## config.mk

```make
export PLATFORM = sky130hd
export DESIGN_NAME = write_rsp_xbar_flat
export DESIGN_NICKNAME = d
export VERILOG_FILES = /design/src/rtl/vector_cache_pkg.sv /design/src/rtl/write_rsp_xbar_if.sv /design/src/rtl/write_rsp_xbar.sv /design/src/flat_wrapper.sv
export SDC_FILE = /design/constraint.sdc
export NUM_CORES = 1
export LEC_CHECK = 0
export ABC_AREA = 0
export BUFFER_PORTS_ARGS = -buffer_cell sky130_fd_sc_hd__clkbuf_2
export CAP_MARGIN = 10
export CELL_PAD_IN_SITES_DETAIL_PLACEMENT = 0
export CELL_PAD_IN_SITES_GLOBAL_PLACEMENT = 2
export CORE_MARGIN = 2
export CORE_UTILIZATION = 30
export DETAILED_ROUTE_END_ITERATION = 6
export MAX_ROUTING_LAYER = met4
export PLACE_DENSITY = 0.84
export RECOVER_POWER = 100
export SETUP_SLACK_MARGIN = 0.05
export SYNTH_ARGS = -nofsm -noshare
export SYNTH_HDL_FRONTEND = slang
export SYNTH_SLANG_ARGS = --single-unit
```

## constraint.sdc

```tcl
create_clock -name clk -period 5.7 [get_ports clk]
set_input_delay 0.855 -clock clk [delete_from_list [all_inputs] [get_ports clk]]
set_output_delay 0.855 -clock clk [all_outputs]
set_load 0.05 [all_outputs]
```

## src/rtl/vector_cache_pkg.sv

```systemverilog
// Shared widths for the vector cache write path.
package vector_cache_pkg;
  parameter int TXNID_WIDTH        = 8;
  parameter int SIDEBAND_WIDTH     = 4;
  parameter int DB_ENTRY_IDX_WIDTH = 5;
endpackage

```

## src/rtl/write_rsp_xbar_if.sv

```systemverilog
// Bundle of bank response, requester ack and buffer-free signals around the
// write response crossbar. "slave" is the crossbar side, "master" the
// surrounding banks/requesters/allocator.
interface write_rsp_xbar_if #(
  parameter int W_REQ_NUM = 8,
  parameter int SRC_W     = $clog2(W_REQ_NUM)
) ();
  localparam int TW = vector_cache_pkg::TXNID_WIDTH;
  localparam int SW = vector_cache_pkg::SIDEBAND_WIDTH;
  localparam int DW = vector_cache_pkg::DB_ENTRY_IDX_WIDTH;

  logic [3:0]                    wr_rsp_vld;
  logic [3:0]                    wr_rsp_rdy;
  logic [3:0][SRC_W-1:0]         wr_rsp_src_id;
  logic [3:0][TW-1:0]            wr_rsp_txnid;
  logic [3:0][SW-1:0]            wr_rsp_sideband;
  logic [3:0][DW-1:0]            wr_rsp_db_entry_id;
  logic [W_REQ_NUM-1:0]          wr_ack_vld;
  logic [W_REQ_NUM-1:0]          wr_ack_rdy;
  logic [W_REQ_NUM-1:0][TW-1:0]  wr_ack_txnid;
  logic [W_REQ_NUM-1:0][SW-1:0]  wr_ack_sideband;
  logic [3:0]                    free_vld;
  logic [3:0][DW-1:0]            free_idx;
  logic                          err_src_oob;

  modport slave (
    input  wr_rsp_vld, wr_rsp_src_id, wr_rsp_txnid, wr_rsp_sideband,
           wr_rsp_db_entry_id, wr_ack_rdy,
    output wr_rsp_rdy, wr_ack_vld, wr_ack_txnid, wr_ack_sideband,
           free_vld, free_idx, err_src_oob
  );

  modport master (
    output wr_rsp_vld, wr_rsp_src_id, wr_rsp_txnid, wr_rsp_sideband,
           wr_rsp_db_entry_id, wr_ack_rdy,
    input  wr_rsp_rdy, wr_ack_vld, wr_ack_txnid, wr_ack_sideband,
           free_vld, free_idx, err_src_oob
  );
endinterface

```

## src/rtl/write_rsp_xbar.sv

```systemverilog
// Write response return crossbar: routes bank write completions to the
// originating requester port (1-deep register + round-robin per port) and
// pulses the consumed write-data-buffer entry back to the allocator.
// Optional feature macro: WR_RSP_XBAR_SRC_CHK_EN (accept and flag
// out-of-range src_id instead of stalling the bank).
module write_rsp_xbar
  import vector_cache_pkg::*;
#(
  parameter int W_REQ_NUM = 8,
  parameter int SRC_W     = $clog2(W_REQ_NUM)
) (
  input  logic             clk,
  input  logic             rst,
  write_rsp_xbar_if.slave  rsp
);
  localparam int NB = 4;

  // Per-port one-hot of the bank accepted this cycle.
  logic [W_REQ_NUM-1:0][NB-1:0]       w_gnt;
  logic [NB-1:0]                      w_accept;
  logic [NB-1:0]                      w_rdy;
  logic [NB-1:0]                      r_free_vld;
  logic [NB-1:0][DB_ENTRY_IDX_WIDTH-1:0] r_free_idx;

  genvar gi;
  generate
    for (gi = 0; gi < W_REQ_NUM; gi++) begin : g_port
      logic                      r_full;
      logic [TXNID_WIDTH-1:0]    r_txnid;
      logic [SIDEBAND_WIDTH-1:0] r_sideband;
      logic [1:0]                r_rr_ptr;
      logic [NB-1:0]             w_req;
      logic                      w_can_load;
      logic                      w_any;
      logic [1:0]                w_win;

      // Which banks currently address this port.
      always_comb begin
        for (int b = 0; b < NB; b++) begin
          w_req[b] = rsp.wr_rsp_vld[b] && (int'(rsp.wr_rsp_src_id[b]) == gi);
        end
      end

      // The register can take a new response if empty or draining this cycle.
      assign w_can_load = !r_full || rsp.wr_ack_rdy[gi];

      // Round-robin pick: first requester at or after the pointer, wrapping.
      always_comb begin
        w_any = 1'b0;
        w_win = r_rr_ptr;
        for (int k = 0; k < NB; k++) begin
          if (!w_any && w_req[r_rr_ptr + 2'(k)]) begin
            w_any = 1'b1;
            w_win = r_rr_ptr + 2'(k);
          end
        end
      end

      assign w_gnt[gi] = (w_any && w_can_load) ? (4'b0001 << w_win) : 4'b0000;

      // Output register and pointer: load on grant, clear on drain otherwise.
      always_ff @(posedge clk or posedge rst) begin
        if (rst) begin
          r_full     <= 1'b0;
          r_txnid    <= '0;
          r_sideband <= '0;
          r_rr_ptr   <= 2'd0;
        end else if (w_any && w_can_load) begin
          r_full     <= 1'b1;
          r_txnid    <= rsp.wr_rsp_txnid[w_win];
          r_sideband <= rsp.wr_rsp_sideband[w_win];
          r_rr_ptr   <= w_win + 2'd1;
        end else if (rsp.wr_ack_rdy[gi]) begin
          r_full     <= 1'b0;
        end
      end

      assign rsp.wr_ack_vld[gi]      = r_full;
      assign rsp.wr_ack_txnid[gi]    = r_txnid;
      assign rsp.wr_ack_sideband[gi] = r_sideband;
    end
  endgenerate

  // A bank is accepted if it won at whichever port it addressed.
  always_comb begin
    w_accept = '0;
    for (int r = 0; r < W_REQ_NUM; r++) begin
      for (int b = 0; b < NB; b++) begin
        w_accept[b] = w_accept[b] | w_gnt[r][b];
      end
    end
  end

`ifdef WR_RSP_XBAR_SRC_CHK_EN
  logic [NB-1:0] w_oob;
  logic          r_err;

  // Out-of-range destinations are swallowed so their buffer entry still frees.
  always_comb begin
    for (int b = 0; b < NB; b++) begin
      w_oob[b] = rsp.wr_rsp_vld[b] && (int'(rsp.wr_rsp_src_id[b]) >= W_REQ_NUM);
    end
  end

  assign w_rdy = w_accept | w_oob;

  // Sticky error flag, cleared only by reset.
  always_ff @(posedge clk or posedge rst) begin
    if (rst) begin
      r_err <= 1'b0;
    end else if (|w_oob) begin
      r_err <= 1'b1;
    end
  end

  assign rsp.err_src_oob = r_err;
`else
  assign w_rdy           = w_accept;
  assign rsp.err_src_oob = 1'b0;
`endif

  assign rsp.wr_rsp_rdy = w_rdy;

  // One-cycle free pulse per accepted bank, independent of ack backpressure.
  always_ff @(posedge clk or posedge rst) begin
    if (rst) begin
      r_free_vld <= '0;
      r_free_idx <= '0;
    end else begin
      r_free_vld <= w_rdy;
      for (int b = 0; b < NB; b++) begin
        if (w_rdy[b]) begin
          r_free_idx[b] <= rsp.wr_rsp_db_entry_id[b];
        end
      end
    end
  end

  assign rsp.free_vld = r_free_vld;
  assign rsp.free_idx = r_free_idx;
endmodule

```

## src/flat_wrapper.sv

```systemverilog
// flat-port wrapper written by rule: the top's interface ports become plain ports
module write_rsp_xbar_flat import vector_cache_pkg::*;
#(
  parameter int W_REQ_NUM = 8,
  parameter int SRC_W     = $clog2(W_REQ_NUM)
)
  (clk, rst, rsp_wr_rsp_vld, rsp_wr_rsp_src_id, rsp_wr_rsp_txnid, rsp_wr_rsp_sideband, rsp_wr_rsp_db_entry_id, rsp_wr_ack_rdy, rsp_wr_rsp_rdy, rsp_wr_ack_vld, rsp_wr_ack_txnid, rsp_wr_ack_sideband, rsp_free_vld, rsp_free_idx, rsp_err_src_oob);
  write_rsp_xbar_if #(.W_REQ_NUM(W_REQ_NUM), .SRC_W(SRC_W)) rsp_i ();
  input  logic clk;
  input  logic rst;
  input wire logic [$bits(rsp_i.wr_rsp_vld)-1:0] rsp_wr_rsp_vld;
  input wire logic [$bits(rsp_i.wr_rsp_src_id)-1:0] rsp_wr_rsp_src_id;
  input wire logic [$bits(rsp_i.wr_rsp_txnid)-1:0] rsp_wr_rsp_txnid;
  input wire logic [$bits(rsp_i.wr_rsp_sideband)-1:0] rsp_wr_rsp_sideband;
  input wire logic [$bits(rsp_i.wr_rsp_db_entry_id)-1:0] rsp_wr_rsp_db_entry_id;
  input wire logic [$bits(rsp_i.wr_ack_rdy)-1:0] rsp_wr_ack_rdy;
  output wire logic [$bits(rsp_i.wr_rsp_rdy)-1:0] rsp_wr_rsp_rdy;
  output wire logic [$bits(rsp_i.wr_ack_vld)-1:0] rsp_wr_ack_vld;
  output wire logic [$bits(rsp_i.wr_ack_txnid)-1:0] rsp_wr_ack_txnid;
  output wire logic [$bits(rsp_i.wr_ack_sideband)-1:0] rsp_wr_ack_sideband;
  output wire logic [$bits(rsp_i.free_vld)-1:0] rsp_free_vld;
  output wire logic [$bits(rsp_i.free_idx)-1:0] rsp_free_idx;
  output wire logic [$bits(rsp_i.err_src_oob)-1:0] rsp_err_src_oob;
  assign rsp_i.wr_rsp_vld = rsp_wr_rsp_vld;
  assign rsp_i.wr_rsp_src_id = rsp_wr_rsp_src_id;
  assign rsp_i.wr_rsp_txnid = rsp_wr_rsp_txnid;
  assign rsp_i.wr_rsp_sideband = rsp_wr_rsp_sideband;
  assign rsp_i.wr_rsp_db_entry_id = rsp_wr_rsp_db_entry_id;
  assign rsp_i.wr_ack_rdy = rsp_wr_ack_rdy;
  assign rsp_wr_rsp_rdy = rsp_i.wr_rsp_rdy;
  assign rsp_wr_ack_vld = rsp_i.wr_ack_vld;
  assign rsp_wr_ack_txnid = rsp_i.wr_ack_txnid;
  assign rsp_wr_ack_sideband = rsp_i.wr_ack_sideband;
  assign rsp_free_vld = rsp_i.free_vld;
  assign rsp_free_idx = rsp_i.free_idx;
  assign rsp_err_src_oob = rsp_i.err_src_oob;
  write_rsp_xbar #(.W_REQ_NUM(W_REQ_NUM), .SRC_W(SRC_W)) u_core (.clk(clk), .rst(rst), .rsp(rsp_i));
endmodule
```

==> metrics.md, run 1 <==
| Metric | Value |
|---|---|
| Pint | `3.40 mW` |
| CTS tree | `built` |
| Fmax | `195 MHz` |
| CTS buffer count | `17` |
| CORE AREA | `31500 um2` |
| Final routed DRC violation total | `0` |
| Max Slew Vio Count | `158` |
| Worst setup SP type | `input pin` |
| Minimum clock period | `5.13 ns` |
| Comb pwr share | `56.4%` |
| Initial core utilization | `30.4%` |
| Placed inst area | `11000 um2` |
| Max_slew headroom | `-118%` |
| Pleak | `5.38 nW` |
| Sink Count | `144` |
| Clock Power Share | `17.9%` |
| Worst Max-Slew Pin Slew | `3.26 ns` |
| Post-synthesis compound-gate area fraction | `15.6%` |
| Ys Warns | `0` |
| P_sw | `3.82 mW` |
| # rows | `65` |
| Crit share post-route | `89.9%` |
| Hold-fix buffers at CTS | `0` |
| Commonest non-fill, non-tap cell in the layout | `mux2i_1` |
| 1st-iter DRT viols | `708` |
| Final ANT Viol Nets | `0` |
| Layout area overhead | `19.1%` |
| Non-Filler Instances | `1506` |
| Fraction of synthesized cell area in xor and xnor cells | `0.183%` |
| Fraction of registers with async set/reset | `100%` |
| Reg clk slew, reported paths | `0.06 ns` |
| Post-Syn Instances | `907` |
| Main combinational cell family by area after synthesis | `multiplexers` |
| Post-synth EDFFs | `0` |
| Arrival time worst endpoint | `4.27 ns` |
| Post_cts resized | `0` |
| Hpwl dp | `24700 um` |
| CP max stage cell | `nor4b_1` |
| Worst skew pair latency | `0.43 ns` |
| CP Data Required Time | `4.85 ns` |
| Fin. Hold Viols | `0` |
| Hold WS | `0.490 ns` |
| Overall routed net length | `34100 um` |
| Synth unique cells | `70` |
| Chip height | `183 um` |
| CTS Root Cell | `clkbuf_16` |
| Primary FF master, synth | `dfrtp_1` |
| CP Cell Sequence | `clkbuf_1 > nor4b_1 > a22oi_1 > a22o_1 > nor3_2 > a221oi_4 > inv_1 > clkbuf_1` |
| GPL Wtd Cong | `0.867` |
| Post-synthesis register bit count | `144` |
| Avg Cell Area, Syn | `10.6 um2` |
| Via count | `8405` |
| Pwr per Cell Area | `632 nW/um2` |
| Placed cell count | `1473` |
| Dominant cells by area after synthesis | `dfrtp_1, mux2i_1, o221ai_1` |
| Syn nets | `1025` |
| Outcome | `finished with violations` |
| Post-Synth Simple-Gate Area | `14.0%` |
| Layout Nets | `1208` |
| Highest-count cells in the layout ignoring fill and taps | `mux2i_1, dfrtp_1, nand2_1` |
| Fin Setup TNS | `0 ns` |
| Ports | `227` |
| Full die area | `33400 um2` |
| Slowest stage delay, CP | `1.45 ns` |
| Share of power burned in registers | `25.7%` |
| Worst Skew | `0.0120 ns` |
| Port Buffer Count | `225` |
| Overall Power | `7.22 mW` |
| Largest net degree at the start of global routing | `65` |
| Max-cap viol count | `4` |
| Mux share of post-synthesis cell area | `24.5%` |
| Yosys top cell by area | `dfrtp_1` |
| Switching Share | `52.9%` |
| Post-synth top area share | `37.6%` |
| Post-route cell area | `11400 um2` |
| Via density | `5.58` |
| Post-CTS Setup Inserts | `0` |
| Setup violators final | `0` |
| Sequential-to-total area share from yosys stat | `37.6%` |
| Tot GR Track Use | `21.0%` |
| Critical Path Sink Type | `output port` |
| Initial DRT Pass Iterations | `6` |
| Adder-Cell Fraction of Synth Area | `3.13%` |
| CTS Buffer Depth | `2` |
| Die W | `183 um` |
| H-tree depth | `4` |
| Share of post-route cells with drive strength above 1 | `16.8%` |
| RSZ-0062 raised after global routing | `no` |
| First-pass GRT wire length | `51300 um` |
| CP dominant cell by count | `clkbuf_1` |
| Failing checks | `capacitance limit, slew limit` |
| Antenna violations before repair | `1` |
| Synth Cell Area | `9580 um2` |
| Routed WL per cell | `22.6 um` |
| Max VDD drop | `388 uV` |
| Overflow after GRT | `0` |
| Worst setup path class | `in -> out` |
| CP Max Fanout | `13` |
| Vias in the first global route | `8145` |
| Hold Crit Class | `reg -> reg` |
cells in the mapped netlist, types with 5 or more instances:
library cell	number
o21a_1	6
o21ai_0	11
mux2_4	5
nand4bb_1	7
buf_4	13
a32oi_1	5
mux2_2	27
buf_1	6
ha_1	24
nand4_1	9
mux2i_1	168
nor2b_1	9
a2bb2oi_1	6
dfrtp_1	144
nand3_1	10
clkbuf_1	20
nand2b_1	16
a22oi_1	14
o22ai_1	9
a41oi_1	5
a21oi_1	9
inv_1	24
nand2_1	141
nor2_1	12
nand4b_1	12
mux4_2	8
o221ai_1	86
buf_2	29
registers in the layout, indices dropped and copies added, names as in the netlist:
signal and cells:
u_core.g_port.r_full 8, u_core.g_port.r_rr_ptr 16, u_core.g_port.r_sideband 32, u_core.g_port.r_txnid 64, u_core.rsp.free_idx 20, u_core.rsp.free_vld 4
worst max-delay path, delay by kind of cell:
| family | cells | cell delay, ns |
|---|---|---|
| AO/OA/AOI/OAI | 3 | 0.81 |
| AND/OR/NAND/NOR | 2 | 1.77 |
| buffers and inverters | 3 | 0.81 |
power by group through the flow:
stage / clock, mW / sequential (mW) / combinational, mW
2_1_floorplan: 0 / 3.27 / 1.79
3_3_place_gp: 0 / 1.87 / 4.19
3_5_place_dp: 0 / 1.87 / 4.23
4_1_cts: 1.32 / 1.86 / 4.24
5_1_grt: 1.36 / 1.92 / 4.32
6_report: 1.29 / 1.86 / 4.07
area by class of cell:
type                            count  area [um2]
Timing Repair Buffer              236        1030
Clock inverter                     15         236
Sequential cell                   144        3600
Fill cell                        3219       20100
Inverter                           24        91.3
Tap cell                          402         503
Multi-Input combinational cell    667        5520
Antenna cell                        1        2.50
Clock buffer                       17         425
worst paths after layout:
| kind | start | cells past startpoint | slack [ns] | to |
|---|---|---|---|---|
| worst min register to register | u_core.g_port[7].r_sideband[3] | 2 | 0.49 | u_core.g_port[7].r_sideband[3] |
| min in group asynchronous | rst | 2 | 0.64 | u_core.g_port[3].r_txnid[2] |
| worst max register to register | u_core.g_port[0].r_rr_ptr[1] | 6 | 2.49 | u_core.g_port[0].r_sideband[1] |
| worst min-delay path | u_core.g_port[7].r_sideband[3] | 2 | 0.49 | u_core.g_port[7].r_sideband[3] |
| max in group asynchronous | rst | 3 | 1.44 | u_core.g_port[2].r_sideband[2] |
| worst max-delay path | rsp_wr_rsp_src_id[9] | 8 | 0.57 | rsp_wr_rsp_rdy[2] |
through the flow:
step | utilization (%) | setup WS, ns
6_report | 36.3 | 0.573
5_1_grt | 36.3 | 0.245
4_1_cts | 37.1 | 0.781
3_5_place_dp | 34.9 | 0.837
3_3_place_gp | 34.9 | 0.893
2_1_floorplan | - | 0.979
metal layers:
metal	track usage (%)	wire length, um	up-vias
met4	6.39	904	0
met2	34.1	16500	319
li1	-	-	3827
met3	3.53	1940	41
met1	26.8	14700	4218
met5	-	0	-
logic make-up after synthesis:
kind of cell	after synthesis
compound gates	177
xor+xnor	2
fa+ha+maj	24
buf+inv	96
flops	144
mux	212
other cells	1
simple gates	251
No activity file was read; power rests on OpenSTA's default activity.
==> run 2, diff against run 1 <==
PLACE_DENSITY = 0.87   (was 0.84)
clock period = 4.7 ns   (was 5.7 ns; I/O delays follow)
==> run 2 against run 1 <==
The flow still finishes with violations (capacitance limit, slew limit); via count is 0.19% lower; final area hardly changed; die area stayed put; critical path depth stayed put; sequential cell count stayed put; largest power group unchanged.
==> metrics.md, run 2 (synthesis gave the netlist of run 1 again) <==
| Metric | Value |
|---|---|
| GR peak layer | `met2 (unchanged)` |
| Layout area overhead | `19.2% (was 19.1%)` |
| Arrival time worst endpoint | `3.66 ns (was 4.27 ns)` |
| Grt met2 use | `34.1% (unchanged)` |
| CP max stage cell | `nand2_1 (was nor4b_1)` |
| Bufs and invs on worst path | `3 (unchanged)` |
| Reg clk slew, reported paths | `0.06 ns (about the same)` |
| Post-CTS Setup Inserts | `0 (unchanged)` |
| Layout Nets | `1214 (was 1208)` |
| Initial core utilization | `30.4% (unchanged)` |
| CTS Buffer Depth | `2 (unchanged)` |
| Fin Setup TNS | `0 ns (unchanged)` |
| Overflow after GRT | `0 (unchanged)` |
| # rows | `65 (unchanged)` |
| Hold wc startpoint | `u_core.g_port[4].r_sideband[0] (was u_core.g_port[7].r_sideband[3])` |
| Max Slew Vio Count | `200 (was 158)` |
| Vias in the first global route | `8409 (was 8145)` |
| Crit share post-route | `93.0%` |
| Reg2Reg Depth | `6 (unchanged)` |
| Largest Register | `u_core.g_port.r_txnid (unchanged)` |
| Minimum clock period | `4.37 ns` |
| Register area | `3600 um2 (unchanged)` |
| Slowest stage delay, CP | `0.65 ns (was 1.45 ns)` |
| 1st-iter DRT viols | `672 (was 708)` |
| Max_slew headroom | `-44.4% (was -118%)` |
| Critical Path Sink Type | `output port (unchanged)` |
| Fin. Hold Viols | `0 (unchanged)` |
| CP Max Fanout | `15 (was 13)` |
| CTS Root Cell | `clkbuf_16 (unchanged)` |
| Full die area | `33400 um2 (unchanged)` |
| Setup violators final | `0 (unchanged)` |
| RR Endpoint | `u_core.g_port[0].r_txnid[1] (was u_core.g_port[0].r_sideband[1])` |
| Top Family by Delay on Critical Path | `compound AO/OA/AOI/OAI gates (was simple AND/OR/NAND/NOR gates)` |
| Initial DRT Pass Iterations | `5 (was 6)` |
| Via count | `8389 (was 8405)` |
| Tot GR Track Use | `20.9% (was 21.0%)` |
| CORE AREA | `31500 um2 (unchanged)` |
| Pwr per Cell Area | `754 nW/um2 (was 632 nW/um2)` |
| Highest-count cells in the layout ignoring fill and taps | `mux2i_1, dfrtp_1, nand2_1 (unchanged)` |
| Worst setup SP type | `input pin (unchanged)` |
| Switching Share | `53.6% (was 52.9%)` |
| Routed WL per cell | `22.3 um (was 22.6 um)` |
| Hold-fix buffers at CTS | `0 (unchanged)` |
| Max VDD drop | `448 uV (was 388 uV)` |
| Worst skew pair latency | `0.43 ns (about the same)` |
| Overall routed net length | `33800 um (was 34100 um)` |
| H-tree depth | `4 (unchanged)` |
| Max-cap viol count | `5 (was 4)` |
| Hold Path Sink | `u_core.g_port[4].r_sideband[0] (was u_core.g_port[7].r_sideband[3])` |
| Worst Max-Slew Pin Slew | `2.17 ns (was 3.26 ns)` |
| Met3 Use GR | `4.67% (was 3.53%)` |
| Hold path depth | `2 (unchanged)` |
| CTS buffer count | `17 (unchanged)` |
| Clock Power Share | `16.3% (was 17.9%)` |
| Final ANT Viol Nets | `0 (unchanged)` |
| Via density | `5.54 (was 5.58)` |
| Failing checks | `capacitance limit, slew limit (unchanged)` |
| Share of power burned in registers | `26.3% (was 25.7%)` |
| Largest net degree at the start of global routing | `96 (was 65)` |
| Die W | `183 um (unchanged)` |
| Max reg flops | `64 (unchanged)` |
| First-pass GRT wire length | `51600 um (was 51300 um)` |
| Post_cts resized | `0 (unchanged)` |
| Commonest non-fill, non-tap cell in the layout | `mux2i_1 (unchanged)` |
| GPL Wtd Cong | `0.849 (was 0.867)` |
| Reg2Reg Setup Slack | `1.58 ns (was 2.49 ns)` |
| RSZ-0062 raised after global routing | `no (unchanged)` |
| Port Buffer Count | `225 (unchanged)` |
| P_sw | `4.62 mW (was 3.82 mW)` |
| Pleak | `5.37 nW (was 5.38 nW)` |
| Worst Skew | `0.0141 ns (was 0.0120 ns)` |
| FF-to-FF Start | `u_core.g_port[0].r_rr_ptr[1] (unchanged)` |
| Non-Filler Instances | `1513 (was 1506)` |
| Placed cell count | `1479 (was 1473)` |
| Share of post-route cells with drive strength above 1 | `17.1% (was 16.8%)` |
| Final routed DRC violation total | `0 (unchanged)` |
| Hpwl dp | `24700 um (about the same)` |
| Hold Crit Class | `reg -> reg (unchanged)` |
| Antenna violations before repair | `2 (was 1)` |
| Sink Count | `144 (unchanged)` |
| Area of the multi-input gates | `5560 um2 (was 5520 um2)` |
| Worst setup path class | `in -> out (unchanged)` |
| Comb pwr share | `57.4% (was 56.4%)` |
| Ports | `227 (unchanged)` |
| CP Cell Sequence | `clkbuf_1 > and4bb_1 > o22ai_1 > a211oi_2 > nand2_1 > a221oi_4 > inv_1 > clkbuf_2 (was clkbuf_1 > nor4b_1 > a22oi_1 > a22o_1 > nor3_2 > a221oi_4 > inv_1 > clkbuf_1)` |
| Chip height | `183 um (unchanged)` |
| # fillers | `3251 (was 3219)` |
| CP Data Required Time | `3.99 ns (was 4.85 ns)` |
| Outcome | `finished with violations (unchanged)` |
| Met1 usage | `26.2% (was 26.8%)` |
| CTS tree | `built (unchanged)` |
| Pint | `3.99 mW (was 3.40 mW)` |
| Fmax | `229 MHz` |
==> run 2: power by group through the flow <==
| stage | Clock [mW] | Combinational, mW | Sequential, mW |
|---|---|---|---|
| floorplan | 0 | 2.17 | 3.96 |
| global placement | 0 | 5.10 | 2.27 |
| detailed placement | 0 | 5.14 | 2.27 |
| CTS | 1.44 | 5.15 | 2.26 |
| global route | 1.49 | 5.25 | 2.33 |
| finish | 1.41 | 4.94 | 2.26 |
==> run 2: worst max path at each step <==
| stage | slack [ns] | end | startpoint | depth (start not counted) |
|---|---|---|---|---|
| 2_1_floorplan | 0.13 | u_core.g_port[0].r_full | rst | 1 |
| 3_3_place_gp | 0.43 | rsp_wr_rsp_rdy[2] | rsp_wr_rsp_src_id[4] | 12 |
| 3_5_place_dp | 0.38 | rsp_wr_rsp_rdy[2] | rsp_wr_rsp_src_id[4] | 12 |
| 4_1_cts | 0.37 | rsp_wr_rsp_rdy[2] | rsp_wr_rsp_src_id[4] | 12 |
| 5_1_grt | 0.05 | rsp_wr_rsp_rdy[2] | rsp_wr_rsp_src_id[9] | 8 |
| 6_report | 0.33 | rsp_wr_rsp_rdy[2] | rsp_wr_rsp_src_id[9] | 8 |
==> run 2: metrics by stage <==
step                      utilization [%]  total power, mW  hold slack [ns]  setup WS (ns)  cell area [um2]
after CTS                            37.0             8.85            0.492          0.366            11600
after floorplan                         -             6.13            0.474          0.129             9580
after global placement               35.1             7.36            0.471          0.426            11000
after detailed placement             35.1             7.41            0.472          0.383            11000
final                                36.3             8.61            0.488          0.331            11400
after global routing                 36.3             9.08            0.486         0.0522            11400
==> run 2: tightest hold or removal path, stage by stage, from the launching register on <==
cell and delay, ns:
dfrtp_1 0.34, nand2_1 0.05, o221ai_1 0.06
==> run 2: layout make-up <==
type	instances	area share (%)
timing repair buffer	242	9.32
multi-input combinational	667	48.6
inverter	24	0.822
antenna	2	0.0438
clock buffer	19	3.97
clock inverter	13	1.24
sequential	144	31.6
tap	402	4.40
==> run 2: metal layers <==
metal	part of all wire (%)	up-vias	routed length, um
met1	42	4182	14100
met2	48	309	16400
met3	7.3	51	2480
met5	0	-	0
li1	-	3847	-
met4	2.5	0	845
